**config.mk**
```make
export PLATFORM = sky130hd
export DESIGN_NAME = divider_arbiter_flat
export DESIGN_NICKNAME = d
export VERILOG_FILES = /design/src/rtl/divider_arbiter_if.sv /design/src/rtl/divider_arbiter.sv /design/src/flat_wrapper.sv
export SDC_FILE = /design/constraint.sdc
export NUM_CORES = 1
export LEC_CHECK = 0
export CAP_MARGIN = 20
export CORE_AREA = 2 2 127 129
export CTS_BUF_LIST = sky130_fd_sc_hd__clkbuf_2 sky130_fd_sc_hd__clkbuf_4 sky130_fd_sc_hd__clkbuf_8
export DETAILED_ROUTE_END_ITERATION = 10
export DIE_AREA = 0 0 129 131
export HOLD_SLACK_MARGIN = 0.06
export PLACE_DENSITY = 0.71
export SLEW_MARGIN = 15
export SYNTH_ARGS = -nofsm -noshare
export SYNTH_HDL_FRONTEND = slang
export SYNTH_SLANG_ARGS = --single-unit
```
**constraint.sdc**
```tcl
create_clock -name clock -period 8 [get_ports clock]
set_input_delay 2 -clock clock [delete_from_list [all_inputs] [get_ports clock]]
set_output_delay 2 -clock clock [all_outputs]
set_load 0.01 [all_outputs]
```
**src/rtl/divider_arbiter_if.sv**
```systemverilog
// Requester, divider and result bundle for divider_arbiter.
// slave is the arbiter side; master is the requester/divider side.
interface divider_arbiter_if #(
  parameter int NREQ    = 4,
  parameter int OUTSIZE = 20
);
  localparam int IDW = $clog2(NREQ);

  logic [NREQ-1:0]    i_reqValid;
  logic [NREQ*32-1:0] i_numerator;
  logic [NREQ*22-1:0] i_denominator;
  logic [NREQ-1:0]    o_reqGrant;
  logic [31:0]        o_divNumerator;
  logic [21:0]        o_divDenominator;
  logic [OUTSIZE-1:0] i_divQuotient;
  logic               o_resValid;
  logic [IDW-1:0]     o_resId;
  logic [OUTSIZE-1:0] o_quotient;
  logic               o_busy;

  modport slave (
    input  i_reqValid,
    input  i_numerator,
    input  i_denominator,
    input  i_divQuotient,
    output o_reqGrant,
    output o_divNumerator,
    output o_divDenominator,
    output o_resValid,
    output o_resId,
    output o_quotient,
    output o_busy
  );

  modport master (
    output i_reqValid,
    output i_numerator,
    output i_denominator,
    output i_divQuotient,
    input  o_reqGrant,
    input  o_divNumerator,
    input  o_divDenominator,
    input  o_resValid,
    input  o_resId,
    input  o_quotient,
    input  o_busy
  );
endinterface

```
**src/rtl/divider_arbiter.sv**
```systemverilog
// Round-robin front end sharing one pipelined signed divider.
// DIVARB_ZERO_DETECT_EN: saturate quotients of divide-by-zero ops.
module divider_arbiter #(
  parameter int NREQ    = 4,
  parameter int LATENCY = 6,
  parameter int OUTSIZE = 20
) (
  input logic              clock,
  input logic              reset,
  divider_arbiter_if.slave bus
);
  localparam int IDW = $clog2(NREQ);

  typedef struct packed {
    logic           v;
`ifdef DIVARB_ZERO_DETECT_EN
    logic           dz;
    logic           neg;
`endif
    logic [IDW-1:0] id;
  } tag_t;

  logic [IDW-1:0] last;
  logic [IDW-1:0] sel;
  logic           hit;
  logic [31:0]    num_sel;
  logic [21:0]    den_sel;
  logic [31:0]    num_q;
  logic [21:0]    den_q;
  logic           busy;
  tag_t           new_tag;
  tag_t           out_tag;
  tag_t           tags [LATENCY];

  // First pending requester after last, wrapping.
  always_comb begin
    hit = 1'b0;
    sel = last;
    for (int i = 1; i <= NREQ; i++) begin
      if (!hit &&
          bus.i_reqValid[(int'(last) + i) % NREQ]) begin
        hit = 1'b1;
        sel = IDW'((int'(last) + i) % NREQ);
      end
    end
  end

  always_comb begin
    bus.o_reqGrant = '0;
    if (hit && !reset)
      bus.o_reqGrant[sel] = 1'b1;
  end

  assign num_sel = bus.i_numerator[32*sel +: 32];
  assign den_sel = bus.i_denominator[22*sel +: 22];

  always_comb begin
    new_tag = '0;
    if (hit) begin
      new_tag.v  = 1'b1;
      new_tag.id = sel;
`ifdef DIVARB_ZERO_DETECT_EN
      new_tag.dz  = (den_sel == '0);
      new_tag.neg = num_sel[31];
`endif
    end
  end

  always_ff @(posedge clock or posedge reset) begin
    if (reset) begin
      last    <= IDW'(NREQ - 1);
      num_q   <= '0;
      den_q   <= '0;
      out_tag <= '0;
      for (int k = 0; k < LATENCY; k++)
        tags[k] <= '0;
    end else begin
      if (hit) begin
        last  <= sel;
        num_q <= num_sel;
        den_q <= den_sel;
      end
      tags[0] <= new_tag;
      for (int k = 1; k < LATENCY; k++)
        tags[k] <= tags[k-1];
      out_tag <= tags[LATENCY-1];
    end
  end

  always_comb begin
    busy = 1'b0;
    for (int k = 0; k < LATENCY; k++)
      busy = busy | tags[k].v;
  end

  assign bus.o_divNumerator   = num_q;
  assign bus.o_divDenominator = den_q;
  assign bus.o_resValid       = out_tag.v;
  assign bus.o_resId          = out_tag.id;
  assign bus.o_busy           = busy;

`ifdef DIVARB_ZERO_DETECT_EN
  logic [OUTSIZE-1:0] sat;

  assign sat = out_tag.neg ?
    {1'b1, {(OUTSIZE-1){1'b0}}} :
    {1'b0, {(OUTSIZE-1){1'b1}}};
  assign bus.o_quotient = out_tag.dz ?
    sat : bus.i_divQuotient;
`else
  assign bus.o_quotient = bus.i_divQuotient;
`endif
endmodule

```
**src/flat_wrapper.sv**
```systemverilog
// flat-port wrapper written by rule: the top's interface ports become plain ports
module divider_arbiter_flat 
#(
  parameter int NREQ    = 4,
  parameter int LATENCY = 6,
  parameter int OUTSIZE = 20
)
  (clock, reset, bus_i_reqValid, bus_i_numerator, bus_i_denominator, bus_i_divQuotient, bus_o_reqGrant, bus_o_divNumerator, bus_o_divDenominator, bus_o_resValid, bus_o_resId, bus_o_quotient, bus_o_busy);
  divider_arbiter_if #(.NREQ(NREQ), .OUTSIZE(OUTSIZE)) bus_i ();
  input logic clock;
  input logic reset;
  input wire logic [$bits(bus_i.i_reqValid)-1:0] bus_i_reqValid;
  input wire logic [$bits(bus_i.i_numerator)-1:0] bus_i_numerator;
  input wire logic [$bits(bus_i.i_denominator)-1:0] bus_i_denominator;
  input wire logic [$bits(bus_i.i_divQuotient)-1:0] bus_i_divQuotient;
  output wire logic [$bits(bus_i.o_reqGrant)-1:0] bus_o_reqGrant;
  output wire logic [$bits(bus_i.o_divNumerator)-1:0] bus_o_divNumerator;
  output wire logic [$bits(bus_i.o_divDenominator)-1:0] bus_o_divDenominator;
  output wire logic [$bits(bus_i.o_resValid)-1:0] bus_o_resValid;
  output wire logic [$bits(bus_i.o_resId)-1:0] bus_o_resId;
  output wire logic [$bits(bus_i.o_quotient)-1:0] bus_o_quotient;
  output wire logic [$bits(bus_i.o_busy)-1:0] bus_o_busy;
  assign bus_i.i_reqValid = bus_i_reqValid;
  assign bus_i.i_numerator = bus_i_numerator;
  assign bus_i.i_denominator = bus_i_denominator;
  assign bus_i.i_divQuotient = bus_i_divQuotient;
  assign bus_o_reqGrant = bus_i.o_reqGrant;
  assign bus_o_divNumerator = bus_i.o_divNumerator;
  assign bus_o_divDenominator = bus_i.o_divDenominator;
  assign bus_o_resValid = bus_i.o_resValid;
  assign bus_o_resId = bus_i.o_resId;
  assign bus_o_quotient = bus_i.o_quotient;
  assign bus_o_busy = bus_i.o_busy;
  divider_arbiter #(.NREQ(NREQ), .LATENCY(LATENCY), .OUTSIZE(OUTSIZE)) u_core (.clock(clock), .reset(reset), .bus(bus_i));
endmodule
```
Yosys cells after proc, flatten, opt, wreduce, memory -nomap -nowiden --
Cells that the tools add are included.
Word-level totals: register bits after elaboration 77, bits in latches 0, RAM bits 0, bits in read-only memories 0, input port bits 242, output and inout bits 82, word-level logic and storage cells 76, memories 0
Operators by class: add/sub/neg operators 4, multiply operators 1, div/mod/pow operators 0, $lt $le $gt $ge 6, equal/unequal tests 0, shifts and indexed selects 2, muxes and demuxes 24, bitwise gates (word level) 9, reduce and logical (&&, ||, !) cells 13
Operators by type and width (count):
- $shiftx A128 B8 Y32 | 1
- $shiftx A88 B8 Y22 | 1
- $lt A3 B4 Y1 const B | 4
- $mux W1 | 13
- $bmux W1 S2 | 4
- $mux W2 | 4
- $reduce_or A2 Y1 | 4
- $mul A4 B2 Y6 const A | 1
- $logic_and A1 B1 Y1 | 5
- $or A1 B1 Y1 | 5
- $add A2 B1 Y2 const B | 2
- $add A2 B2 Y2 const B | 2
- $and A1 B1 Y1 const A | 4
- $logic_not A1 Y1 | 4
- $mux W4 | 1
- $lt A2 B3 Y1 const B | 1
- $mux W3 | 1
- $demux W1 S2 | 1
- $ge A2 B1 Y1 const B | 1

Longest topological paths before layout --
Gate-level depths: netlist of the first run.
depth in word-level cells 21, gate-level depth with buffers 9, mapped depth without buffers 6

Worst setup path before layout of the first run --
OpenSTA, ideal clock, no wires.
path kind input to output, from input port reset, to output port bus_o_reqGrant[0], data arrival time 4034 ps, data required time 6000 ps, path slack 1966 ps, stages 2, buffers on the path 0, cell sequence inv_1 -> and3_1
On the way: longest elaborated chain between the ends 3
RTL lines:
- from (decl) | line flat_wrapper.sv:11 | input logic reset;
- $logic_not A1 Y1 | line divider_arbiter.sv:50 | if (hit && !reset)
- $logic_and A1 B1 Y1 | line divider_arbiter.sv:50
- $mux W4 | line divider_arbiter.sv:50
- to (decl) | line flat_wrapper.sv:16 | output wire logic [$bits(bus_i.o_reqGrant)-1:0] bus_o_reqGrant;
Every way passes these cells.

Worst setup path after layout of the first run --
from input port bus_i_reqValid[1], to output port bus_o_reqGrant[3]
On the way: longest elaborated chain between the ends 18, elaborated cells on any way between the ends 33, those cells by class order compare (2); mux (23); reduce/logical (8)
RTL lines:
- from (decl) | line flat_wrapper.sv:12 | input wire logic [$bits(bus_i.i_reqValid)-1:0] bus_i_reqValid;
- $bmux W1 S2 | line divider_arbiter.sv:41 | bus.i_reqValid[(int'(last) + i) % NREQ]) begin
- $mux W1 (implied by the code) (2 in series) | line divider_arbiter.sv:41
- $mux W1 | line divider_arbiter.sv:40 | if (!hit &&
- $logic_not A1 Y1 | line divider_arbiter.sv:40
- $logic_and A1 B1 Y1 | line divider_arbiter.sv:40
- $mux W1 | line divider_arbiter.sv:40
- $logic_not A1 Y1 | line divider_arbiter.sv:40
- $logic_and A1 B1 Y1 | line divider_arbiter.sv:40
- $mux W1 | line divider_arbiter.sv:40
- $logic_not A1 Y1 | line divider_arbiter.sv:40
- $logic_and A1 B1 Y1 | line divider_arbiter.sv:40
- $mux W2 | line divider_arbiter.sv:40
- $lt A2 B3 Y1 (implied by the code) or $ge A2 B1 Y1 (tied branches) | line divider_arbiter.sv:51 | bus.o_reqGrant[sel] = 1'b1;
- $logic_and A1 B1 Y1 (implied by the code) | line divider_arbiter.sv:51
- $mux W1 (implied by the code) | line divider_arbiter.sv:51
- $demux W1 S2
- $mux W4 (*) | line divider_arbiter.sv:50
Mark *: on every way between the ends. The rest lies on a longest branch, timed or not. The select of a mux whose other input is x is not followed.

==> key figures, run 1 <==
STA
  – Worst slew pin tran: between 0.8 and 0.9 ns
  – Period minus WS final: 6.50 ns
  – Final Hold Viols: 0
  – RSZ-0062 raised after global routing: no
  – Final Setup Violations: 0
  – Final Cycle Share: between 80% and 90%
  – Fmax: 154 MHz
  – Slew HR: 42.6%
  – Final Max Slew Viols: 0
  – Final setup TNS: 0 ns
  – Worst Skew: 0.00849 ns

Die
  – Die Area: 16900 um^2
  – Die Ht: around 130 um
  – Initial Util: 30.7%
  – Core box area: 15600 um^2
  – Ports: 324
  – Num rows: 46
  – Die Wd: approximately 130 um

Global routing
  – Vias in the first global route: 4885
  – Congestion Overflow GR: 0
  – GR peak layer: met2
  – Largest net degree at the start of global routing: just under 60
  – Met3 GRT Util: roughly 4.0%
  – Initial antenna violation count: 1
  – M1 GR Usage: 20.8%
  – First-pass GRT wire length: 25300 um
  – GRT Total Usage: between 15 and 20%
  – Met2 Track Usage GR: 36.8%

Yosys
  – Synth area leader: dfrtp_1
  – Average size of a mapped cell: ~11 um^2
  – Synth top cells by count: dfrtp_1 (75), nor2_1 (61), and2_1 (55), mux2i_1 (54)
  – Yosys warns: 0
  – Top FF cell, synth: dfrtp_1
  – Flops & latches, synth: between 70 and 80
  – Count leader, synth: dfrtp_1
  – Share of flip-flops with an asynchronous set or reset: 100%
  – EDFF count, synth: 0
  – Synth area leaders: dfrtp_1 (39%), mux2i_1 (11%), a221oi_2 (9.4%)
  – Post-Syn Nets: 682
  – Post-synth top area share: 39.1%
  – Post-synthesis cell type count: 28
  – Cells after Synth: 440
  – Mapped cell area: 4790 um^2
  – Sequential share of the synthesized area: 40.2%

Clock network
  – CTS buffer count: 9
  – Clk Latency, worst-skew pair: between 0.3 and 0.4 ns
  – Clk buf depth: 2
  – CTS tree: yes
  – CTS-repair resized insts: 0
  – Clk slew on worst S/H paths: 0.09 ns
  – Hold Buf Count CTS: 0
  – # clock sinks: 77
  – Setup Buffers After CTS: 0
  – Root Driver: clkbuf_8
  – H-tree levels: 3

Detailed routing
  – Total Wirelength: 17200 um
  – Drt first pass iters: 4
  – Initial DRC Count: 186
  – Vias/cell: 5.06
  – Vias: 4579
  – Average wire per standard cell: approximately 19 um
  – # DRC: 0
  – DRT antenna net count: 0

Power and ir drop
  – Tot Pwr: 2.34 mW
  – Leakage: 3.02 nW
  – Peak VDD IR: 0.231 mV
  – PD cells: 300 nW/um^2

Place
  – Placed insts: 888
  – HPWL Detailed: 12600 um
  – IO buf count: between 200 and 300
  – Gpl congestion: about 0.83

Critical path
  – Crit Path Max Fanout: 57
  – Worst Setup End Kind: output port
  – CP Launch Type: primary input
  – CP Data Required Time: 6.00 ns
  – Worst R2R Path Depth: 6
  – Setup Crit Path Kind: in -> out
  – CP Data Arrival Time: between 4 and 5 ns

Layout
  – Core Util, Final: around 50%
  – Share of post-route cells with drive strength above 1: 14.1%
  – Fillers: 1442
  – Finished Layout Cells: 905
  – Area delta synth->final: 62.5%
  – Layout net count: around 930

Run status
  – Status: finished clean

Min path
  – Hold Path Depth: 0
  – Hold crit path type: reg -> reg

Job
  – Max_cap viols: 0
==> final cells by class <==
class | instances | area (um^2) | area share (%)
flip-flops and latches | 77 | 1930 | 24.8
multi-input cells | 299 | 2480 | 31.8
diodes | 1 | 2.50 | 0.0321
repair buffers | 293 | 2920 | 37.5
clock inverters | 6 | 46.3 | 0.594
clock buffers | 10 | 131 | 1.69
inverters | 3 | 12.5 | 0.161
well taps | 216 | 270 | 3.47
==> cells in the final DEF, fill, tap and decap left out, types with 2 or more instances in the layout <==
cell,instances
clkdlybuf4s50_1,283
dfrtp_1,75
nor2_1,61
mux2i_1,54
and2_1,54
a221oi_2,30
a211oi_2,30
a221oi_1,24
a211oi_1,24
clkbuf_8,9
buf_4,9
o21ai_0,3
nand2_2,2
nand2b_1,2
nor3_1,2
clkinv_2,2
and3_1,2
clkinvlp_4,2
inv_6,2
dfstp_2,2
==> registers in the layout (all words and copies together), names as in the netlist <==
register,count
u_core.bus.o_divNumerator,32
u_core.bus.o_resId,2
u_core.bus.o_divDenominator,22
u_core.bus.o_resValid,1
u_core.tags,18
u_core.last,2
==> metal layers <==
metal  share of wire [%]  vias to the layer above
li1                    -                     2110
met1                  38                     2210
met2                  52                      225
met3                 7.4                       34
met4                 2.8                        0
met5                   0                        -
==> kinds of logic (layout without fill, tap and decap cells) <==
kind of cell / after synthesis / in the layout / synth area share (%)
other: 0 / 1 / 0
AOI/OAI and AO/OA: 116 / 116 / 26.4
buffers and inverters: 64 / 312 / 8.61
muxes: 54 / 54 / 11.3
and+or+nand+nor: 129 / 129 / 13.5
DFF: 77 / 77 / 40.2
==> path summary, 6_finish.rpt <==
kind / from / endpoint / slack [ns]
worst max-delay path: bus_i_reqValid[1] / bus_o_reqGrant[3] / 1.50
worst min-delay path: u_core.tags[1]$_DFF_PP0_ / u_core.bus.o_resId[1]$_DFF_PP0_ / 0.35
worst max register to register: u_core.last[0]$_DFFE_PP1P_ / u_core.bus.o_divDenominator[3]$_DFFE_PP0P_ / 5.35
worst min register to register: u_core.tags[1]$_DFF_PP0_ / u_core.bus.o_resId[1]$_DFF_PP0_ / 0.35
max in group asynchronous: reset / u_core.bus.o_divNumerator[2]$_DFFE_PP0P_ / 4.89
min in group asynchronous: reset / u_core.bus.o_divNumerator[31]$_DFFE_PP0P_ / 2.13
==> stage by stage <==
step / setup slack, ns / hold slack [ns] / instance area [um^2]
3_3_place_gp: 1.55 / 0.332 / 7590
4_1_cts: 1.49 / 0.351 / 7790
6_report: 1.50 / 0.352 / 7790
3_5_place_dp: 1.49 / 0.335 / 7610
5_1_grt: 1.30 / 0.353 / 7790
2_1_floorplan: 1.97 / 0.331 / 4790
==> worst max-delay path, cell delays in order <==
cell and delay [ns]:
clkdlybuf4s50_1 0.45, nor2_1 0.40, nor2_1 0.10, a211o_2 0.34, buf_4 0.38, nor3_1 0.25
clkdlybuf4s50_1 0.58
==> report_power, final <==
group | switching, mW | internal (mW)
Clock | 0.155 | 0.118
Combinational | 0.705 | 0.691
Sequential | 0.0941 | 0.575
Total | 0.954 | 1.38
(Power assumes the default switching activity.)
==> run 2, diff against run 1 <==
CORE_AREA = 2 2 124 126   (was 2 2 127 129)
DIE_AREA = 0 0 126 128   (was 0 0 129 131)
PLACE_DENSITY = 0.74   (was 0.71)
clock period = 6.75 ns   (was 8 ns; I/O delays follow)
==> run 2 against run 1 <==
Compared with the run above:
- count of clock-buffer cells in the layout up 2
- final cell count down 3.4%
- register-to-register slack got worse by 1.3 ns
- utilization rose by 2.6 points
- non-clock buffer count is 1 lower
- wire length down 4.5%
- sequential cell count unchanged
- critical endpoint is now bus_o_reqGrant[2]
- largest cell class unchanged
==> key figures, run 2 (synthesized netlist as in run 1, its figures left out) <==
Clock network
  – Clk Latency, worst-skew pair: 0.35 ns (about the same)
  – Root Driver: clkbuf_8
  – CTS buffer count: 9 (unchanged)
  – # clock sinks: 77 (unchanged)
  – CTS-repair resized insts: 0 (unchanged)
  – H-tree levels: 3 (unchanged)
  – Clk slew on worst S/H paths: 0.08 ns (about the same)
  – Clk buf depth: 2 (unchanged)
  – Hold Buf Count CTS: 0 (unchanged)
  – CTS tree: yes
  – Setup Buffers After CTS: 0 (unchanged)

Critical path
  – CP Data Required Time: 5.06 ns (-0.94 ns)
  – Setup Crit Path Kind: in -> out
  – Crit Path Max Fanout: 31 (-46%)
  – Worst Setup End Kind: output port
  – CP Data Arrival Time: 4.04 ns (-0.46 ns)
  – Worst R2R Path Depth: 7 (+1)
  – CP Launch Type: primary input

STA
  – Slew HR: 43.0% (+0.45 points)
  – Hold slack: 0.342 ns (-0.00925 ns)
  – Worst Skew: 0.00717 ns (-0.00132 ns)
  – Worst slew pin tran: 0.855 ns (-0.00678 ns)
  – RSZ-0062 raised after global routing: no
  – Final Hold Viols: 0 (unchanged)
  – Fmax: 175 MHz
  – Final Cycle Share: between 80 and 90%
  – Period minus WS final: 5.73 ns
  – Final setup TNS: 0 ns (unchanged)
  – Final Max Slew Viols: 0 (unchanged)
  – Final Setup Violations: 0 (unchanged)

Detailed routing
  – Vias/cell: 5.12 (+1.3%)
  – Drt first pass iters: 6 (+2)
  – Vias: 4478 (-2.2%)
  – Initial DRC Count: 163 (-12%)
  – Average wire per standard cell: 18.8 um (-1.2%)
  – Total Wirelength: 16400 um (-4.5%)
  – # DRC: 0 (unchanged)
  – DRT antenna net count: 0 (unchanged)

Power and ir drop
  – Leakage: 3.05 nW (+0.95%)
  – Peak VDD IR: 0.517 mV (+120%)
  – Tot Pwr: 2.84 mW (+21%)
  – PD cells: 363 nW/um^2 (+21%)

Layout
  – # diodes: 0 (-1)
  – Max reg flops: 32 (unchanged)
  – Layout net count: 924 (-0.11%)
  – Share of post-route cells with drive strength above 1: 13.7% (-0.40 points)
  – Commonest non-fill, non-tap cell in the layout: clkdlybuf4s50_1
  – Most frequent cells in the layout: clkdlybuf4s50_1 (283), dfrtp_1 (75), nor2_1 (61), mux2i_1 (54), and2_1 (54)
  – Area delta synth->final: 62.8%
  – Finished Layout Cells: 874 (-3.4%)

Die
  – Num rows: 45 (-2.2%)
  – Ports: 324 (unchanged)
  – Initial Util: 32.3% (+1.5 points)
  – Die Area: 16100 um^2 (-4.6%)
  – Die Wd: 126 um (-2.3%)
  – Die Ht: 128 um (-2.3%)
  – Core box area: 14900 um^2 (-4.7%)

Global routing
  – GRT Total Usage: 19.8% (+0.32 points)
  – Largest net degree at the start of global routing: 78 (+34%)
  – Vias in the first global route: 4931 (+0.94%)
  – Initial antenna violation count: 0 (-1)
  – Congestion Overflow GR: 0 (unchanged)
  – First-pass GRT wire length: 25400 um (+0.41%)

Place
  – Placed insts: 858 (-3.4%)
  – IO buf count: 283 (unchanged)
  – HPWL Detailed: 11600 um (-7.9%)
  – Gpl congestion: 0.799 (-3.8%)

Min path
  – Hold Path Depth: 0 (unchanged)
  – Hold crit path type: reg -> reg

Job
  – Max_cap viols: 0 (unchanged)

Run status
  – Status: finished clean
run 2: cell count changes in the layout (fill, tap and decap cells not counted), moves of 2 or more:
cell        delta
buf_4          -2
bufinv_16      +2
clkbuf_8       +2
clkinvlp_4     -2
inv_6          -2
run 2: stage by stage:
stage / util [%] / area (um^2) / setup slack (ns)
CTS: 52.4 / 7780 / 1.02
global route: 52.5 / 7800 / 0.917
floorplan: - / 4790 / 1.34
detailed placement: 50.8 / 7560 / 1.04
finish: 52.5 / 7800 / 1.02
global placement: 50.7 / 7540 / 1.18
run 2: cell type report:
class,instances,area (um^2)
Clock buffer,12,159
Sequential cell,77,1930
Timing Repair Buffer,292,2930
Multi-Input combinational cell,299,2470
Fill cell,1356,7060
Clock inverter,3,68.8
Inverter,3,12.5
Tap cell,188,235
run 2: per-layer routing:
layer	wire, um	up-vias	global-route usage (%)
li1	-	2101	-
met1	6540	2181	21.7
met2	8420	165	36.9
met3	1080	31	4.84
met4	363	0	7.63
met5	0	-	0
run 2: report_power, final:
| group | total [mW] | switching (mW) | internal, mW |
|---|---|---|---|
| registers | 0.793 | 0.111 | 0.682 |
| logic | 1.64 | 0.830 | 0.814 |
| clock network | 0.401 | 0.169 | 0.231 |
run 2: final timing paths:
path                            slack (ns)                        from                                         to
worst max register to register        4.03  u_core.last[0]$_DFFE_PP1P_   u_core.bus.o_divNumerator[0]$_DFFE_PP0P_
worst max-delay path                  1.02           bus_i_reqValid[3]                          bus_o_reqGrant[2]
max in group asynchronous             4.30                       reset                  u_core.tags[17]$_DFF_PP0_
worst min-delay path                  0.34    u_core.tags[1]$_DFF_PP0_            u_core.bus.o_resId[1]$_DFF_PP0_
min in group asynchronous             1.84                       reset  u_core.bus.o_divNumerator[31]$_DFFE_PP0P_
worst min register to register        0.34    u_core.tags[1]$_DFF_PP0_            u_core.bus.o_resId[1]$_DFF_PP0_
run 2: critical path, cell delays in order:
cell and delay [ns]:
clkdlybuf4s50_1 0.47, nor2b_2 0.22, o21ai_1 0.19, and3_4 0.60
inv_2 0.09, nor3_1 0.20, clkdlybuf4s50_1 0.57
==> run 3, diff against run 2 <==
clock period = 5.54 ns   (was 6.75 ns; I/O delays follow)
==> run 3 against run 2 <==
Compared with the run above:
- register-to-register slack got worse by 1.2 ns
- via count up 0.60%
- utilization up 0.15 points
- highest routed layer unchanged
- clock skew hardly changed
- largest power group unchanged
==> key figures, run 3 (synthesized netlist as in run 1, its figures left out) <==
Clock network
  – Root Driver: clkbuf_8
  – Setup Buffers After CTS: 0 (unchanged)
  – Clk buf depth: 2 (unchanged)
  – CTS buffer count: 9 (unchanged)
  – Clk slew on worst S/H paths: 0.09 ns (about the same)
  – Clk Latency, worst-skew pair: 0.35 ns (about the same)
  – # clock sinks: 77 (unchanged)
  – Hold Buf Count CTS: 0 (unchanged)
  – H-tree levels: 3 (unchanged)
  – CTS tree: yes
  – CTS-repair resized insts: 0 (unchanged)

Place
  – Place WS: 0.664 ns (-0.377 ns)
  – HPWL Detailed: 11400 um (-2.1%)
  – IO buf count: 283 (unchanged)
  – Gpl congestion: 0.796 (-0.43%)

Die
  – Initial Util: 32.3% (unchanged)
  – Die Ht: 128 um (unchanged)
  – Core box area: 14900 um^2 (unchanged)
  – Ports: 324 (unchanged)
  – Die Wd: 126 um (unchanged)
  – Num rows: 45 (unchanged)
  – Die Area: 16100 um^2 (unchanged)

Layout
  – Layout net count: 925 (+0.11%)
  – # diodes: 0 (unchanged)
  – Area delta synth->final: 63.3%
  – Core Util, Final: 52.7% (+0.15 points)
  – Share of post-route cells with drive strength above 1: 14.0% (+0.25 points)
  – Commonest non-fill, non-tap cell in the layout: clkdlybuf4s50_1
  – Max reg flops: 32 (unchanged)
  – Most frequent cells in the layout: clkdlybuf4s50_1 (283), dfrtp_1 (75), nor2_1 (61), mux2i_1 (54), and2_1 (54)

Power and ir drop
  – Comb power frac: 57.4% (-0.5 points)
  – Switching share of power: 38.8% (-0.29 points)
  – PD cells: 446 nW/um^2 (+23%)
  – Peak VDD IR: 1.27 mV (+150%)
  – Sw Pwr: 1.36 mW (+22%)
  – Flop pwr share: 27.7% (-0.2 points)
  – Internal: 2.13 mW (+24%)
  – Tot Pwr: 3.49 mW (+23%)
  – Leakage: 3.06 nW (+0.28%)
  – Clk pwr share: 14.9% (+0.8 points)

STA
  – Worst slew pin tran: 1.12 ns (+0.269 ns)
  – Hold slack: 0.343 ns (+0.000876 ns)
  – Final Hold Viols: 0 (unchanged)
  – Period minus WS final: slightly below 5 ns
  – Worst Skew: 0.00708 ns (-0.0000854 ns)
  – Fmax: approximately 200 MHz
  – Final setup TNS: 0 ns (unchanged)
  – Final Setup Violations: 0 (unchanged)
  – RSZ-0062 raised after global routing: no
  – Final Max Slew Viols: 0 (unchanged)
  – Slew HR: 25.1% (-18 points)
  – Setup WS post-layout: 0.651 ns (-0.372 ns)
  – Final Cycle Share: 88.3%

Global routing
  – Congestion Overflow GR: 0 (unchanged)
  – GRT Total Usage: 19.2% (-0.60 points)
  – Vias in the first global route: 4887 (-0.89%)
  – Largest net degree at the start of global routing: 78 (unchanged)
  – Initial antenna violation count: 0 (unchanged)
  – First-pass GRT wire length: 25000 um (-1.8%)

Detailed routing
  – # DRC: 0 (unchanged)
  – Initial DRC Count: 198 (+21%)
  – Vias: 4505 (+0.60%)
  – Total Wirelength: 16100 um (-2.0%)
  – DRT antenna net count: 0 (unchanged)
  – Drt first pass iters: 4 (-2)
  – Vias/cell: 5.14 (+0.37%)
  – Average wire per standard cell: 18.3 um (-2.2%)

Critical path
  – Critical-path cell list: clkdlybuf4s50_1 -> nor2_1 -> nor2_1 -> a211o_2 -> nor3_1 -> clkdlybuf4s50_1
  – Crit Path Max Fanout: 5 (-84%)
  – CP Data Arrival Time: 3.50 ns (-0.54 ns)
  – CP Launch Type: primary input
  – R2R Setup Slk: 2.85 ns (-1.18 ns)
  – CP Data Required Time: 4.16 ns (-0.90 ns)
  – Max incr delay on CP: 0.58 ns (-0.02 ns)
  – R2R Path End: u_core.bus.o_divNumerator[0]$_DFFE_PP0P_
  – Worst Setup End Kind: output port
  – Setup Crit Path Kind: in -> out
  – Worst R2R Path Depth: 6 (-1)
  – FF-to-FF Start: u_core.last[0]$_DFFE_PP1P_
  – Critical Path Slowest Stage Cell: clkdlybuf4s50_1

Min path
  – Hold endpoint: u_core.tags[1]$_DFF_PP0_
  – Hold crit path type: reg -> reg
  – Hold Path Depth: 0 (unchanged)
  – Worst Hold Launch: u_core.tags[4]$_DFF_PP0_

Job
  – Max_cap viols: 0 (unchanged)

Run status
  – Status: finished clean
## run 3: cell count changes in the layout (fill, tap and decap cells not counted)
cell,delta
clkbuf_8,-2
buf_4,+1
bufinv_16,+1
clkinv_2,+1
clkinvlp_4,+1
## run 3: area by class of cell
type,instances,area (um^2)
fillers,1343,7040
repair buffers,293,2930
multi-input cells,299,2470
flip-flops and latches,77,1930
well taps,188,235
clock buffers,10,131
clock inverters,6,111
inverters,3,12.5
## run 3: critical path: cells and delay by family
family,cells,cell delay [ns]
AOI/OAI and AO/OA,1,0.39
and+or+nand+nor,3,0.70
buffers and inverters,2,1.03
## run 3: metal layers
layer  GRT usage (%)  wire [um]  up-vias  part of all wire, %
li1                -          -     2105                    -
met1            22.0       6350     2167                   40
met2            34.3       8230      193                   51
met3            4.42       1070       40                  6.7
met4            8.60        418        0                  2.6
met5               0          0        -                    0
## run 3: power by group through the flow
stage                     clock network [mW]  logic [mW]  registers, mW
after floorplan                            0        1.14           1.06
after global placement                     0        1.98          0.965
after detailed placement                   0        2.01          0.976
after CTS                              0.537        2.02          0.967
after global routing                   0.560        2.13          0.997
final                                  0.521        2.00          0.967
## run 3: per-stage QoR
step                std cells  instance area [um^2]
CTS                       875                  7810
floorplan                 440                  4790
finish                    876                  7830
detailed placement        859                  7560
global route              876                  7830
global placement          858                  7540
## run 3: worst max path at each step
stage | start | to | slack (ns) | cells past startpoint
final | bus_i_reqValid[1] | bus_o_reqGrant[3] | 0.65 | 6
after global routing | bus_i_reqValid[1] | bus_o_reqGrant[2] | 0.56 | 6
after CTS | bus_i_reqValid[1] | bus_o_reqGrant[3] | 0.65 | 6
after detailed placement | bus_i_reqValid[1] | bus_o_reqGrant[3] | 0.66 | 6
after global placement | bus_i_reqValid[1] | bus_o_reqGrant[2] | 0.82 | 6
after floorplan | reset | bus_o_reqGrant[0] | 0.74 | 2
